[src/rtl/irq_controller.sv]
// Vectored interrupt controller: synchronises and edge-detects external
// request lines, latches them as pending, arbitrates by fixed priority
// (line 0 highest) and hands one vector at a time to the CPU control path.
// Non-nesting: a single handler may be in service.
module irq_controller #(
  parameter int              NIRQ     = 4,
  parameter int              PC_W     = 10,
  parameter logic [PC_W-1:0] VEC_BASE = 10'h3F0,
  parameter int              VEC_STEP = 4
) (
  input  logic            clk,
  input  logic            reset,
  input  logic [NIRQ-1:0] irq_in,
  input  logic            cfg_we,
  input  logic [1:0]      cfg_addr,
  input  logic [7:0]      cfg_wdata,
  output logic [7:0]      cfg_rdata,
  output logic            irq_req,
  output logic [PC_W-1:0] irq_vec,
  input  logic            irq_ack,
  input  logic            irq_ret,
  output logic            in_service
);

  typedef enum logic [1:0] {
    IDLE    = 2'd0,
    REQ     = 2'd1,
    SERVICE = 2'd2
  } state_t;

  state_t          state_q, state_d;
  logic [NIRQ-1:0] sync_a_q, sync_b_q, prev_q;
  logic [NIRQ-1:0] pend_q, pend_d;
  logic [NIRQ-1:0] mask_q, mask_d;
  logic            gie_q, gie_d;
  logic [2:0]      win_idx_q, win_idx_d;
  logic [2:0]      active_idx_q, active_idx_d;
  logic [PC_W-1:0] irq_vec_q, irq_vec_d;

  logic [NIRQ-1:0] rise;
  logic [NIRQ-1:0] eligible;
  logic [NIRQ-1:0] clr_w1c;
  logic [NIRQ-1:0] clr_ack;
  logic [2:0]      winner;
  logic            ack_take;
  logic            unused_wdata;

  // Upper write-data bits have no register behind them when NIRQ < 8.
  assign unused_wdata = ^cfg_wdata;

  assign rise     = sync_b_q & ~prev_q;
  assign eligible = pend_q & mask_q;
  assign ack_take = (state_q == REQ) && irq_ack;
  assign clr_w1c  = (cfg_we && cfg_addr == 2'd1) ? cfg_wdata[NIRQ-1:0] : '0;

  // Ack clears only the locked winner's pending bit.
  always_comb begin
    clr_ack = '0;
    for (int i = 0; i < NIRQ; i++) begin
      clr_ack[i] = ack_take && (win_idx_q == 3'(i));
    end
  end

  // Fixed-priority encoder: lowest-index eligible line wins.
  always_comb begin
    winner = '0;
    for (int i = NIRQ - 1; i >= 0; i--) begin
      if (eligible[i]) winner = 3'(i);
    end
  end

  // Pending/config next state; a new rising edge beats any clear of the same bit.
  always_comb begin
    pend_d = (pend_q & ~clr_w1c & ~clr_ack) | rise;
    mask_d = (cfg_we && cfg_addr == 2'd0) ? cfg_wdata[NIRQ-1:0] : mask_q;
    gie_d  = (cfg_we && cfg_addr == 2'd2) ? cfg_wdata[0] : gie_q;
  end

  // Sequencing FSM: winner and vector are captured on entry to REQ and held.
  always_comb begin
    state_d      = state_q;
    win_idx_d    = win_idx_q;
    active_idx_d = active_idx_q;
    irq_vec_d    = irq_vec_q;
    case (state_q)
      IDLE: begin
        if (gie_q && (|eligible)) begin
          state_d   = REQ;
          win_idx_d = winner;
          irq_vec_d = VEC_BASE + PC_W'(winner) * PC_W'(VEC_STEP);
        end
      end
      REQ: begin
        if (irq_ack) begin
          state_d      = SERVICE;
          active_idx_d = win_idx_q;
        end
      end
      SERVICE: begin
        if (irq_ret) state_d = IDLE;
      end
      default: state_d = IDLE;
    endcase
  end

  // State registers, including the two-stage synchroniser and edge-detect flop.
  always_ff @(posedge clk) begin
    if (reset) begin
      state_q      <= IDLE;
      sync_a_q     <= '0;
      sync_b_q     <= '0;
      prev_q       <= '0;
      pend_q       <= '0;
      mask_q       <= '0;
      gie_q        <= 1'b0;
      win_idx_q    <= '0;
      active_idx_q <= '0;
      irq_vec_q    <= '0;
    end else begin
      state_q      <= state_d;
      sync_a_q     <= irq_in;
      sync_b_q     <= sync_a_q;
      prev_q       <= sync_b_q;
      pend_q       <= pend_d;
      mask_q       <= mask_d;
      gie_q        <= gie_d;
      win_idx_q    <= win_idx_d;
      active_idx_q <= active_idx_d;
      irq_vec_q    <= irq_vec_d;
    end
  end

  assign irq_req    = (state_q == REQ);
  assign in_service = (state_q == SERVICE);
  assign irq_vec    = irq_vec_q;

  // Combinational register read-back.
  always_comb begin
    cfg_rdata = 8'h00;
    case (cfg_addr)
      2'd0:    cfg_rdata = 8'(mask_q);
      2'd1:    cfg_rdata = 8'(pend_q);
      2'd2:    cfg_rdata = {gie_q, 3'b000, in_service, active_idx_q};
      default: cfg_rdata = 8'h00;
    endcase
  end

endmodule

[config.mk]
export PLATFORM = sky130hd
export DESIGN_NAME = irq_controller
export DESIGN_NICKNAME = d
export VERILOG_FILES = /design/src/rtl/irq_controller.sv
export SDC_FILE = /design/constraint.sdc
export NUM_CORES = 1
export LEC_CHECK = 0
export CELL_PAD_IN_SITES_DETAIL_PLACEMENT = 1
export CELL_PAD_IN_SITES_GLOBAL_PLACEMENT = 2
export CORE_UTILIZATION = 29
export CTS_BUF_LIST = sky130_fd_sc_hd__clkbuf_8 sky130_fd_sc_hd__clkbuf_16
export DETAILED_ROUTE_END_ITERATION = 10
export GPL_TIMING_DRIVEN = 0
export PLACE_DENSITY = 0.93
export SYNTH_ARGS = -nofsm -noshare
export SYNTH_HDL_FRONTEND = slang
export SYNTH_SLANG_ARGS = --single-unit
[constraint.sdc]
create_clock -name clk -period 2.7 [get_ports clk]
set_input_delay 0.27 -clock clk [delete_from_list [all_inputs] [get_ports clk]]
set_output_delay 0.27 -clock clk [all_outputs]
set_load 0.1 [all_outputs]
Word-level counts from Yosys, hierarchy flattened
Index checks and enable logic that the tools add are counted.
{"block": "op_classes", "addsub": 1, "n_mul": 0, "div": 0, "n_lt_le_gt_ge": 0, "n_eq_ne": 10, "shift": 0, "muxes": 10, "n_bitwise": 8, "reduce_logical": 16}
{"op": "case mux 8 bit (3 select lines)", "n": 1}
{"op": "AND 4 bit", "n": 4}
{"op": "inverter 4 bit", "n": 3}
{"op": "logical AND 1 bit", "n": 9}
{"op": "two-way mux 3 bit", "n": 3}
{"op": "two-way mux 2 bit", "n": 4}
{"op": "adder 5 x 6 -> 7 bit, first input constant", "n": 1}
{"op": "equality test 3 x 2 -> 1 bit, second input constant", "n": 2}
{"op": "case mux 2 bit (3 select lines)", "n": 1}
{"op": "equality test 2 x 1 -> 1 bit, second input constant", "n": 2}
{"op": "equality test 2 bit, second input constant", "n": 2}
{"op": "logical NOT 2 bit", "n": 2}
{"op": "two-way mux 4 bit", "n": 1}
{"op": "!= test 2 bit, second input constant", "n": 2}
{"op": "bitwise OR 4 bit", "n": 1}
{"op": "AND reduction 2 bit", "n": 2}
{"op": "OR reduction 4 bit", "n": 1}
{"op": "equality test 3 x 1 -> 1 bit, second input constant", "n": 1}
{"op": "logical NOT 3 bit", "n": 1}
{"op": "AND reduction 3 bit", "n": 1}
{"op": "!= test 2 x 1 -> 1 bit, second input constant", "n": 1}
{"block": "word_totals", "regBits": 39, "latch_bits": 0, "ram_bits": 0, "mem_bits_ro": 0, "in_bits": 19, "out_inout_bits": 20, "elab_cells": 55, "mem_count": 0}

Longest topological paths before layout
{"block": "depth", "word_depth": 7, "ltp_mapped": 4, "ltp_nobuf": 4}

Least setup slack after synthesis
No wires, ideal clock.
{"block": "synth_timing", "kind": "register to output", "from": "register state_q[0]", "to": "output port cfg_rdata[3]", "arrival_time_ns": 3.157, "t_required_ns": 2.430, "slack_ns": -0.727, "path_stages_with_launch": 4, "path_buffers": 0, "path_cell_list": "dfxtp_1 and2b_2 mux2i_1 o21ai_0"}
{"block": "synth_between", "elab_chain_cells": 2}
{"element": "start: declaration", "line": "31", "source": "state_t state_q, state_d;"}
{"element": "start signal: assignment", "line": "120", "source": "state_q <= state_d;"}
{"element": "equality test 2 bit", "line": "134", "source": "assign in_service = (state_q == SERVICE);"}
{"element": "via in_service", "line": "22", "source": "output logic in_service"}
{"element": "case mux 8 bit (3 select lines)", "line": "140", "source": "case (cfg_addr)"}
{"element": "end: declaration", "line": "17", "source": "output logic [7:0] cfg_rdata,"}
The timed path passes the listed nets, and every way through them passes these cells.

Final worst setup path
{"block": "layout_timing", "from": "register state_q[0]", "to": "output port cfg_rdata[3]"}
{"block": "layout_between", "elab_chain_cells": 2}
{"element": "equality test 2 bit", "line": "134"}
{"element": "case mux 8 bit (3 select lines)", "line": "140"}
No other way between the ends.

==> metrics.md <==
| Metric | Value |
|---|---|
| Status | completed |
| Worst slew margin | 0.3397 |
| Synth area leaders | dfxtp_1 (46%), nor2b_1 (7.7%), mux2i_1 (7.4%) |
| Worst path arrival time | 2.27 ns |
| Setup Viol. Count Final | 0 |
| Crit path required time | 2.43 ns |
| Post-route ant nets | 0 |
| Worst-skew pair later-pin latency | about 0.27 ns |
| Diode count | 0 |
| Commonest non-fill, non-tap cells in the layout | dfxtp_1 (28), clkdlybuf4s50_1 (27), nor2b_1 (15) |
| Clock Power Share | 0.368 |
| Cell variety after synth | 30 |
| Vias in the first global route | 1,036 |
| Placed cell area | roughly 1600 sq um |
| Min-delay worst type | in2reg |
| Wire per inst | around 14 microns |
| Clk sinks | 28 |
| HP Start | cfg_addr[1] |
| Final instance area | roughly 1600 sq um |
| Post-CTS resize count | 0 |
| Crit Path Max Fanout | 5 |
| Starting density of the core | 0.3022 |
| Fillers | roughly 470 |
| Fin crit share | 0.9412 |
| DRT iter0 DRCs | 31 |
| Row cnt | 23 |
| Post-synthesis cell count | 126 |
| Power, Total | 874.1 uW |
| CP max stage delay | 1.14 ns |
| Register area | 560.5 sq um |
| CP cell instances | and2b_2 -> mux2i_1 -> o21ai_1 -> clkdlybuf4s50_1 |
| Unrepaired setup endpoints after global routing | no |
| Total grt overflow | 0 |
| Number of antenna violations at the first check in global routing | 0 |
| CTS HTree Levels | 1 |
| First-pass GRT wire length | 4816 microns |
| Actual slew at the worst max-slew pin | 0.9873 ns |
| Fraction of layout cells with a size suffix above 1 | 0.1429 |
| Finished Layout Cells | 211 |
| Synthesis-stage register bit count | 28 |
| Pwr/cell area | 534.1 nW/um^2 |
| Vias | 963 |
| Post-synthesis sequential area ratio | 0.4604 |
| Synth top area share | 0.4604 |
| Critical Path Start Type | flip-flop |
| Post-synth top flop | dfxtp_1 |
| CTS Buf Count | 3 |
| Number of I/O port buffers | 27 |
| Hold Vio Cnt, Final | 0 |
| Logic pwr share | 0.135 |
| Setup_tns | 0 ns |
| Largest delay share family, worst path | buffers and inverters |
| Die Ht | 66.79 microns |
| Final wirelength | 2925 microns |
| Largest net degree at the start of global routing | 17 |
| DRC violations left | 0 |
| Critical Path End Type | output port |
| Total iterations of the first detailed-routing run | 4 |
| Synth Cell Area | 1217 sq um |
| Via density | 4.564 |
| Peak supply drop | approximately 0.36 mV |
| Slowest stage cell, crit path | clkdlybuf4s50_1 |
| Syn_area_per_cell | 9.662 sq um |
| Yosys top cell by area | dfxtp_1 |
| Max-cap viol count | 0 |
| Switching pwr | 207.5 uW |
| Clock buffer depth | 2 |
| Commonest non-fill, non-tap cell in the layout | dfxtp_1 |
| Post-CTS Setup Inserts | 0 |
| Nets | 181 |
| Leakage | 0.0006773 uW |
| Ys Warns | 0 |
| Pins Over Slew Limit | 0 |
| Reg2reg start | state_q[0]$_SDFFE_PP0P_ |
| CTS Root Cell | clkbuf_8 |
| Buf/Inv on CP | 1 |
| Reg power frac | 0.497 |
| Clock Pin Slew Worst Setup and Hold Paths | roughly 0.09 ns |
| Number of synthesized flops with an enable pin | 0 |
| Chip width | 66.79 microns |
| Final min period | about 2.5 ns |
| Tot GR Track Use | 0.1472 |
| Cts hold-fix bufs | 0 |
| Die area | 4461 sq um |
| DP HPWL | roughly 2400 microns |
| Core Region | 4029 sq um |
| Post-Place Cells | 207 |
| Switching Share | 0.2374 |
| # IOs | 39 |
| Multi-input logic area | between 500 and 600 sq um |
| Clk_skew | 0.003329 ns |
| Critical path class | reg2out |
| Post-synth ARST share | 0 |
| CTS tree | built |
| Area Overhead vs Synth | 34.43% |
| Gpl congestion | 0.8238 |
| Cell Int Power | around 670 uW |
| Peak Freq | 0.3935 GHz |
| CP Launch Point | state_q[0]$_SDFFE_PP0P_ |
| Final hold slack | 0.4440 ns |
synthesized netlist by cell type, types with 2 or more instances:
cell and count:
a22o_1 2, a21oi_1 6, and3b_2 2, o21ai_0 4
nand2_1 12, dfxtp_1 28, nor2b_1 15, mux2i_1 9
and2b_2 2, clkbuf_1 2, buf_4 11, a32o_1 3
a41o_1 2, inv_1 4, nor2_1 9
power by group through the flow:
stage | Clock (uW) | Sequential, uW | Combinational (uW)
2_1_floorplan | 0 | 441 | 85.3
3_5_place_dp | 0 | 444 | 118
3_3_place_gp | 0 | 443 | 115
4_1_cts | 331 | 435 | 118
6_report | 322 | 435 | 118
5_1_grt | 349 | 437 | 125
state kept, by name (all words and copies together), names as in the netlist:
| signal | cells |
|---|---|
| active_idx_q | 2 |
| gie_q | 1 |
| irq_vec | 3 |
| mask_q | 4 |
| pend_q | 4 |
| prev_q | 4 |
| state_q | 2 |
| sync_a_q | 4 |
| sync_b_q | 4 |
metrics by stage:
step	util	setup slack, ns
4_1_cts	0.4062	0.1345
2_1_floorplan	-	0.02019
5_1_grt	0.4062	0.06434
3_3_place_gp	0.3885	0.4668
3_5_place_dp	0.3885	0.3761
6_report	0.4062	0.1587
cells by family (layout without fill, tap and decap cells):
| kind of cell | after synthesis | after routing | synth area share |
|---|---|---|---|
| and+or+nand+nor | 49 | 49 | 0.2487 |
| DFF | 28 | 28 | 0.4604 |
| AOI/OAI and AO/OA | 21 | 21 | 0.1233 |
| buffers and inverters | 18 | 49 | 0.09044 |
| muxes | 9 | 9 | 0.07400 |
| other | 1 | 5 | 0.003080 |
worst min-delay path, delay by kind of cell:
kind | cells | cell delay, ns
AND/OR/NAND/NOR | 2 | 0.18
multiplexers | 1 | 0.08
buffers and inverters | 1 | 0.15
routing by layer:
metal / global-route usage / share of wire
met4: 0.03989 / 0.0089
met3: 0.03596 / 0.044
met5: 0 / 0
met2: 0.2765 / 0.54
met1: 0.1611 / 0.41
path summary, 6_finish.rpt:
kind                             endpoint  slack, ns  depth (start not counted)
hold / removal         gie_q$_SDFFE_PP0P_       0.44                          4
setup reg to reg  state_q[0]$_SDFFE_PP0P_       1.41                          4
setup / recovery             cfg_rdata[3]       0.16                          4
hold reg to reg    sync_b_q[3]$_SDFF_PP0_       0.45                          1
area by class of cell:
cell class                 instances  share of cell area
inverter                           4            0.009174
timing repair buffer              27              0.1651
clock buffer                       3             0.02523
sequential                        28              0.3425
buffer                            14             0.05810
multi-input combinational         84              0.3433
clock inverter                     1             0.01835
tap                               50             0.03823
Power figures use the tool's default switching activity.
